<file path="config.mk">
export PLATFORM = sky130hd
export DESIGN_NAME = pipe_ctrl
export DESIGN_NICKNAME = d
export VERILOG_FILES = /design/src/rtl/pipe_ctrl.sv
export SDC_FILE = /design/constraint.sdc
export NUM_CORES = 1
export LEC_CHECK = 0
export ABC_AREA = 0
export CAP_MARGIN = 20
export CORE_ASPECT_RATIO = 1.1
export CORE_MARGIN = 2
export CORE_UTILIZATION = 47
export CTS_CLUSTER_DIAMETER = 80
export CTS_CLUSTER_SIZE = 20
export DETAILED_ROUTE_END_ITERATION = 12
export PLACE_DENSITY = 0.78
export SLEW_MARGIN = 10
export SYNTH_ARGS = -nofsm -noshare
export SYNTH_HDL_FRONTEND = slang
export SYNTH_SLANG_ARGS = --single-unit
</file>
<file path="constraint.sdc">
create_clock -name clk -period 2.55 [get_ports clk]
set_input_delay 0.255 -clock clk [delete_from_list [all_inputs] [get_ports clk]]
set_output_delay 0.255 -clock clk [all_outputs]
set_load 0.02 [all_outputs]
</file>
<file path="src/rtl/pipe_ctrl.sv">
// Pipeline hazard controller: memory-wait stalls with timeout, branch flush,
// load-use interlock, plus a saturating stall-cycle counter.
module pipe_ctrl #(
  parameter logic [5:0] OP_NOP  = 6'd55,
  parameter logic [5:0] OP_LD   = 6'd16,
  parameter logic [5:0] OP_ST   = 6'd24,
  parameter logic [7:0] TIMEOUT = 8'd200
) (
  input  logic        clk,
  input  logic        rstd,
  input  logic [5:0]  id_op,
  input  logic [4:0]  id_rs,
  input  logic [4:0]  id_rt,
  input  logic [5:0]  ex_op,
  input  logic [4:0]  ex_wreg,
  input  logic        br_taken,
  input  logic        mem_ack,
  output logic        mem_req,
  output logic        if_stall,
  output logic        id_stall,
  output logic        ex_stall,
  output logic        id_flush,
  output logic        ex_bubble,
  output logic        wb_bubble,
  output logic        pc_sel,
  output logic        mem_err,
  output logic [15:0] stall_cnt
);

  typedef enum logic [1:0] {StRun, StWait, StErr} state_e;

  state_e      state_q, state_d;
  logic [7:0]  wait_cnt_q, wait_cnt_d;
  logic        mem_err_q, mem_err_d;
  logic [15:0] stall_cnt_q, stall_cnt_d;

  logic is_ld, is_mem, rs_hit, rt_hit, load_use, timed_out;

  // A bubble never requests memory, even if the opcode parameters collide.
  assign is_ld     = (ex_op == OP_LD) && (ex_op != OP_NOP);
  assign is_mem    = ((ex_op == OP_LD) || (ex_op == OP_ST)) && (ex_op != OP_NOP);
  assign rs_hit    = (ex_wreg == id_rs);
  assign rt_hit    = (ex_wreg == id_rt);
  assign load_use  = is_ld && mem_ack && (ex_wreg != 5'd0) && (rs_hit || rt_hit);
  assign timed_out = ({1'b0, wait_cnt_q} + 9'd1) >= {1'b0, TIMEOUT};

  always_comb begin
    state_d    = state_q;
    wait_cnt_d = wait_cnt_q;
    mem_err_d  = mem_err_q;
    mem_req    = 1'b0;
    if_stall   = 1'b0;
    id_stall   = 1'b0;
    ex_stall   = 1'b0;
    id_flush   = 1'b0;
    ex_bubble  = 1'b0;
    wb_bubble  = 1'b0;
    pc_sel     = 1'b0;

    unique case (state_q)
      StRun: begin
        mem_req = is_mem;
        if (is_mem && !mem_ack) begin
          if_stall   = 1'b1;
          id_stall   = 1'b1;
          ex_stall   = 1'b1;
          wb_bubble  = 1'b1;
          state_d    = StWait;
          wait_cnt_d = 8'd0;
        end else if (br_taken) begin
          pc_sel    = 1'b1;
          id_flush  = 1'b1;
          ex_bubble = 1'b1;
        end else if (load_use) begin
          if_stall  = 1'b1;
          id_stall  = 1'b1;
          ex_bubble = 1'b1;
        end
      end
      StWait: begin
        mem_req = 1'b1;
        if (mem_ack) begin
          state_d    = StRun;
          wait_cnt_d = 8'd0;
        end else begin
          if_stall  = 1'b1;
          id_stall  = 1'b1;
          ex_stall  = 1'b1;
          wb_bubble = 1'b1;
          if (timed_out) begin
            state_d   = StErr;
            mem_err_d = 1'b1;
          end else begin
            wait_cnt_d = wait_cnt_q + 8'd1;
          end
        end
      end
      StErr: begin
        if_stall  = 1'b1;
        id_stall  = 1'b1;
        ex_stall  = 1'b1;
        ex_bubble = 1'b1;
        wb_bubble = 1'b1;
      end
      default: state_d = StRun;
    endcase

    // Reset overrides everything: pipeline registers fill with bubbles.
    if (!rstd) begin
      mem_req   = 1'b0;
      if_stall  = 1'b0;
      id_stall  = 1'b0;
      ex_stall  = 1'b0;
      id_flush  = 1'b0;
      pc_sel    = 1'b0;
      ex_bubble = 1'b1;
      wb_bubble = 1'b1;
    end

    stall_cnt_d = stall_cnt_q;
    if (if_stall && (stall_cnt_q != 16'hFFFF)) stall_cnt_d = stall_cnt_q + 16'd1;
  end

  always_ff @(posedge clk) begin
    if (!rstd) begin
      state_q     <= StRun;
      wait_cnt_q  <= 8'd0;
      mem_err_q   <= 1'b0;
      stall_cnt_q <= 16'd0;
    end else begin
      state_q     <= state_d;
      wait_cnt_q  <= wait_cnt_d;
      mem_err_q   <= mem_err_d;
      stall_cnt_q <= stall_cnt_d;
    end
  end

  assign mem_err   = mem_err_q;
  assign stall_cnt = stall_cnt_q;

endmodule
</file>
* Word level (Yosys, flattened, before mapping)
Cells that the tools add are included.
** Cells by class
- Reductions and logical operators :: 16
- Bitwise gates (word level) :: 2
- Shift-type cells :: 0
- Multipliers :: 0
- Magnitude comparators :: 1
- Add/sub/neg operators :: 3
- Divide/modulo/power cells :: 0
- Muxes and demuxes :: 28
- Equality and inequality tests :: 11
** Operators by type and width (count)
- 8-bit two-way mux :: 3
- 16-bit by 1-bit adder with 16-bit output (second input constant) :: 1
- 1-bit two-way mux :: 16
- 16-bit inequality test (second input constant) :: 1
- 8-bit case mux with 2 select lines :: 1
- 6-bit by 5-bit equality test with 1-bit output (second input constant) :: 2
- 5-bit equality test :: 2
- 8-bit by 1-bit adder with 9-bit output (second input constant) :: 1
- 9-bit by 8-bit greater-or-equal comparator with 1-bit output (second input constant) :: 1
- 3-bit AND reduction :: 3
- 8-bit by 1-bit adder with 8-bit output (second input constant) :: 1
- 1-bit logical AND :: 7
- 2-bit two-way mux :: 3
- 3-bit inequality test (second input constant) :: 2
- 6-bit inequality test (second input constant) :: 1
- 1-bit case mux with 3 select lines :: 2
- 2-bit case mux with 3 select lines :: 1
- 5-bit nonzero test :: 1
- 1-bit case mux with 2 select lines :: 2
- 2-bit by 1-bit equality test with 1-bit output (second input constant) :: 1
- 2-bit equality test (second input constant) :: 1
- 2-bit zero test :: 1
- 1-bit logical OR :: 2
- 2-bit inequality test (second input constant) :: 1
- 3 further kinds :: 4
** Word-level totals
- Input bits :: 31
- RAM bits :: 0
- Logic and storage cells :: 65
- Memories :: 0
- Flip-flop bits (word level) :: 27
- Output and inout port bits :: 25
- Memory bits (read-only) :: 0
- Bits in latches :: 0

* Longest topological paths before layout
Gate-level depths: netlist (run 1).
- Depth in word-level cells :: 11
- Mapped depth :: 8
- Mapped depth without buffers :: 7

* Worst setup path before layout (run 1)
OpenSTA, ideal clock, no wires.
- Kind :: input port to output port
- From :: in ex_op[0]
- To :: out if_stall
- Arrival time :: 2.253 ns
- Buffers on the path :: 3
- Data required time :: 2.295 ns
- Stages :: 8
- Path slack :: 0.042 ns
- Cells stage by stage :: or4b_4 nor2_8 nand4b_4 o31a_1 buf_6 clkbuf_1 nor2_1 buf_4
** Between the ends
- Word-level cells in the longest chain between the ends :: 10
- Elaborated cells on any way between the ends :: 15
- Classes of those cells :: eq/ne (3); mux (5); reduce/logical (7)
** RTL lines
- start, declared :: RTL line 14 : input logic [5:0] ex_op,
- 6-bit by 5-bit equality test with 1-bit output or 6-bit inequality test (tied branches) :: RTL line 40, 41
- 1-bit logical AND :: RTL line 40 : assign is_ld = (ex_op == OP_LD) && (ex_op != OP_NOP);
- 1-bit logical AND (3 in series) :: RTL line 44 : assign load_use = is_ld && mem_ack && (ex_wreg != 5'd0) && (rs_hit || rt_hit);
- 1-bit two-way mux (2 in series)
- 1-bit two-way mux *
- 1-bit case mux with 3 select lines *
- 1-bit two-way mux *
- end, declared :: RTL line 19 : output logic if_stall,
Mark *: on every way between the ends. The rest lies on a longest branch, timed or not.

* Worst setup path after layout (run 1)
- From :: in ex_op[0]
- To :: reg stall_cnt_q[3] (netlist: stall_cnt[3])
** Between the ends
- Word-level cells in the longest chain between the ends :: 11
- Elaborated cells on any way between the ends :: 16
- Classes of those cells :: eq/ne (3); mux (5); reduce/logical (8)
** RTL lines
- 6-bit by 5-bit equality test with 1-bit output or 6-bit inequality test (tied branches) :: RTL line 40, 41
- 1-bit logical AND :: RTL line 40
- 1-bit logical AND (3 in series) :: RTL line 44
- 1-bit two-way mux :: RTL line 74 : end else if (load_use) begin
- 1-bit two-way mux :: RTL line 70 : end else if (br_taken) begin
- 1-bit two-way mux * :: RTL line 63 : if (is_mem && !mem_ack) begin
- 1-bit case mux with 3 select lines * :: RTL line 60 : unique case (state_q)
- 1-bit two-way mux * :: RTL line 109 : if (!rstd) begin
- 1-bit logical AND * :: RTL line 121 : if (if_stall && (stall_cnt_q != 16'hFFFF)) stall_cnt_d = stall_cnt_q + 16'd1;
- end signal, assigned :: RTL line 134 : stall_cnt_q <= stall_cnt_d;
- end, declared :: RTL line 35 : logic [15:0] stall_cnt_q, stall_cnt_d;
Marks and branches as above.
A chain may end at the register's enable or synchronous reset.

==> impl_metrics.prom, run 1 <==
# TYPE chip_impl_metric gauge
chip_impl_metric{name="holdWs",unit="ns"} 0.512
chip_impl_metric{name="die_height",unit="um"} 68.9
chip_impl_metric{name="synthArstFlopShare",unit="%"} 0
chip_impl_metric{name="grt_start_max_net_pins",unit=""} 23
chip_impl_metric{name="slew_headroom",unit="%"} 59.8
chip_impl_metric{name="worst_skew_pair.late_latency",unit="ns"} 0.27
chip_impl_metric{name="detailedPlacementHpwl",unit="um"} 3360
chip_impl_metric{name="worstHoldPathCells",unit=""} 2
chip_impl_metric{name="cp.arrival",unit="ns"} 2.65
chip_impl_metric{name="routabilityCongestion",unit=""} 0.871
chip_impl_info{name="synth_top_cells_by_count",value="27 x sky130_fd_sc_hd__dfxtp_1, 22 x sky130_fd_sc_hd__nand2_1, 18 x sky130_fd_sc_hd__nand3_1, 13 x sky130_fd_sc_hd__nor2_1"} 1
chip_impl_info{name="crit_path_start_kind",value="input port"} 1
chip_impl_metric{name="dp_worst_setup_slack",unit="ns"} -0.262
chip_impl_metric{name="1st_pass_router_iterations",unit=""} 4
chip_impl_metric{name="final.setup_skew",unit="ns"} 0.00445
chip_impl_metric{name="worst_ir_drop_vdd",unit="mV"} 0.240
chip_impl_metric{name="yosys.cell_types.count",unit=""} 48
chip_impl_metric{name="syn_nets",unit=""} 260
chip_impl_metric{name="tritoncts.num_buffers",unit=""} 3
chip_impl_metric{name="timing.final.hold_violations",unit=""} 0
chip_impl_metric{name="maximum_fanout_count_along_the_critical_path",unit=""} 21
chip_impl_metric{name="finalCriticalPeriod",unit="ns"} 2.44
chip_impl_metric{name="lkg_pwr",unit="nW"} 0.917
chip_impl_info{name="rsz_0062_raised_after_global_routing",value="false"} 1
chip_impl_info{name="tritoncts_clock_tree",value="done"} 1
chip_impl_metric{name="clock_tree.buffer_depth",unit=""} 2
chip_impl_info{name="crit_path_to",value="stall_cnt[3]$_SDFFE_PN0P_"} 1
chip_impl_metric{name="grt_antenna_before_repair",unit=""} 0
chip_impl_metric{name="timing.max_cap.violations",unit=""} 0
chip_impl_info{name="crit-reg2reg-capture",value="wait_cnt_q[7]$_SDFFE_PN0P_"} 1
chip_impl_metric{name="final.period_utilization",unit="%"} 95.8
chip_impl_metric{name="fmax",unit="MHz"} 409
chip_impl_metric{name="worst_slew_pin_slew",unit="ns"} 0.602
chip_impl_metric{name="wl",unit="um"} 4370
chip_impl_metric{name="post_route_cells_drive_above_1_share",unit="%"} 9.61
chip_impl_metric{name="postSynthCellCount",unit=""} 226
chip_impl_metric{name="vias_per_cell",unit=""} 5.61
chip_impl_info{name="reg2reg_from",value="wait_cnt_q[0]$_SDFFE_PN0P_"} 1
chip_impl_metric{name="gr-usage-all-layers",unit="%"} 21.6
chip_impl_metric{name="post-route-worst-setup-slack",unit="ns"} 0.106
chip_impl_metric{name="detail_route.drc_violations",unit=""} 0
chip_impl_metric{name="area.growth.synth_to_final",unit="%"} 35.6
chip_impl_metric{name="synth-warning-count",unit=""} 0
chip_impl_metric{name="yosysSeqAreaShare",unit="%"} 30.0
chip_impl_metric{name="floorplan.initialDensity",unit="%"} 49.3
chip_impl_info{name="synth.area.top_cells",value="sky130_fd_sc_hd__dfxtp_1 30%, sky130_fd_sc_hd__mux2i_1 5.0%, sky130_fd_sc_hd__nand3_1 5.0%"} 1
chip_impl_metric{name="wl_per_cell",unit="um"} 13.2
chip_impl_metric{name="gr-total-overflow",unit=""} 0
chip_impl_info{name="ctsRootBufferMaster",value="sky130_fd_sc_hd__clkbuf_8"} 1
chip_impl_metric{name="global_route_wire_length_before_repair",unit="um"} 7580
chip_impl_info{name="setup.worst_path.start",value="ex_op[0]"} 1
chip_impl_metric{name="ant_nets",unit=""} 0
chip_impl_metric{name="core.rowCount",unit=""} 23
chip_impl_metric{name="drt_iter0_markers",unit=""} 163
chip_impl_metric{name="cts_sink_cnt",unit=""} 27
chip_impl_metric{name="number_of_slew_limit_violations_in_the_final_report",unit=""} 0
chip_impl_metric{name="top_level_ports",unit=""} 56
chip_impl_metric{name="synth_area_per_inst",unit="um^2"} 7.97
chip_impl_metric{name="timing.critical_path.required",unit="ns"} 2.75
chip_impl_metric{name="power_density",unit="nW/um^2"} 322
chip_impl_info{name="setup.worst_path.class",value="input port to register"} 1
chip_impl_metric{name="setup.reg_to_reg.worst_slack",unit="ns"} 0.39
chip_impl_metric{name="antenna_cells_inserted",unit=""} 0
chip_impl_metric{name="number_of_global_route_vias_before_repair",unit=""} 1695
chip_impl_metric{name="cts.clk_slew.worst_paths",unit="ns"} 0.09
chip_impl_metric{name="die_w",unit="um"} 63.0
chip_impl_metric{name="number_of_flops_mapped_to_enable_cells_by_yosys",unit=""} 0
chip_impl_metric{name="post-synth-top-area-fraction",unit="%"} 30.0
chip_impl_metric{name="finalSetupViolCount",unit=""} 0
chip_impl_info{name="synth_top_cell_by_area",value="sky130_fd_sc_hd__dfxtp_1"} 1
chip_impl_info{name="end_kind",value="register"} 1
chip_impl_metric{name="dr_total_vias",unit=""} 1856
chip_impl_metric{name="buffer_ports.inserted",unit=""} 49
chip_impl_metric{name="worst-r2r-cell-count",unit=""} 7
chip_impl_info{name="min_delay_worst_type",value="register to register"} 1
chip_impl_metric{name="design.final.nets",unit=""} 316
chip_impl_metric{name="synth_area",unit="um^2"} 1800
chip_impl_info{name="result_of_the_run",value="completed"} 1
chip_impl_metric{name="cts_htree_levels",unit=""} 1
chip_impl_info{name="dominantRegCellSynth",value="sky130_fd_sc_hd__dfxtp_1"} 1
chip_impl_metric{name="synth-seq-cells",unit=""} 27
chip_impl_metric{name="core-area",unit="um^2"} 3650
chip_impl_metric{name="design.die.area",unit="um^2"} 4340
chip_impl_info{name="yosysMostFrequentCell",value="sky130_fd_sc_hd__dfxtp_1"} 1
per-stage QoR:
stage	setup TNS, ns	cell area (um^2)	util, %	power, mW	std cells
after global placement	-1.45	2410	65.8	0.548	327
final	0	2440	66.8	0.788	331
after global routing	0	2440	66.8	0.830	331
after CTS	0	2450	67.0	0.796	331
after floorplan	0	1800	-	0.481	226
after detailed placement	-1.74	2410	65.8	0.550	327
registers in the layout, indices dropped and copies added, names as in the netlist:
signal,flops
stall_cnt,16
wait_cnt_q,8
state_q,2
mem_err,1
layer usage:
layer	up-vias	track usage, %	part of all wire, %
met3	2	3.73	2.9
li1	958	-	-
met5	-	0	0
met4	0	5.83	0.50
met1	861	25.6	46
met2	35	40.8	51
where the power goes:
group	total (mW)	internal, mW	switching [mW]	leakage [nW]
logic	0.115	0.0622	0.0531	0.678
clock network	0.250	0.111	0.139	0.0217
registers	0.422	0.422	0.000632	0.217
total	0.788	0.595	0.193	0.917
critical path, cell delays in order:
cell,delay [ns]
sky130_fd_sc_hd__clkdlybuf4s50_1,0.40
sky130_fd_sc_hd__or4b_4,0.58
sky130_fd_sc_hd__nor2_8,0.11
sky130_fd_sc_hd__nand4b_4,0.09
sky130_fd_sc_hd__o31a_1,0.31
sky130_fd_sc_hd__buf_4,0.21
sky130_fd_sc_hd__or4_1,0.52
sky130_fd_sc_hd__a21oi_1,0.16
cells by family (layout without fill, tap and decap cells):
family / Yosys count / after routing / share of synthesized area, %
AOI/OAI and AO/OA: 50 / 50 / 18.8
xor gates and xnor gates: 11 / 11 / 5.35
adders and majority gates: 3 / 3 / 2.09
buffers and inverters: 20 / 75 / 5.00
DFF: 27 / 27 / 30.0
muxes: 9 / 9 / 5.00
and+or+nand+nor: 106 / 106 / 33.7
what timing repair did:
action | in CTS | in global routing
hold buffers | 0 | 0
endpoints found under the setup margin | 5 | 5
gates resized for setup | 5 | 9
buffers inserted | 0 | 0
hold endpoints to repair | 0 | 0
placed cells by master (no fill, tap or decap), drive strengths merged, types with 8 or more instances in the layout:
master and count:
clkdlybuf4s50 42, xor2 10, buf 16, nor3 8
o21ai 8, o31ai 8, nor2 14, mux2i 9
nand3 18, dfxtp 27, a21oi 9, nand2 22
worst min-delay path by stage:
stage                            endpoint                        from
6_report       stall_cnt[15]$_SDFFE_PN0P_  stall_cnt[15]$_SDFFE_PN0P_
5_1_grt        stall_cnt[14]$_SDFFE_PN0P_  stall_cnt[14]$_SDFFE_PN0P_
4_1_cts              mem_err$_SDFFE_PN0P_        mem_err$_SDFFE_PN0P_
3_5_place_dp         mem_err$_SDFFE_PN0P_        mem_err$_SDFFE_PN0P_
3_3_place_gp         mem_err$_SDFFE_PN0P_        mem_err$_SDFFE_PN0P_
2_1_floorplan     state_q[0]$_SDFFE_PN0P_                     mem_ack
final cells by class:
class / instances / area, um^2
flip-flops and latches: 27 / 541
inverters: 6 / 22.5
fillers: 322 / 1210
well taps: 50 / 62.6
repair buffers: 65 / 598
clock buffers: 3 / 41.3
multi-input cells: 179 / 1170
clock inverters: 1 / 7.51
(Power assumes the default switching activity.)
==> run 2, diff against run 1 <==
HOLD_SLACK_MARGIN = 0.12   (was default)
==> results of run 2 <==
Final layout, timing and power as in run 1 (identical DEF).
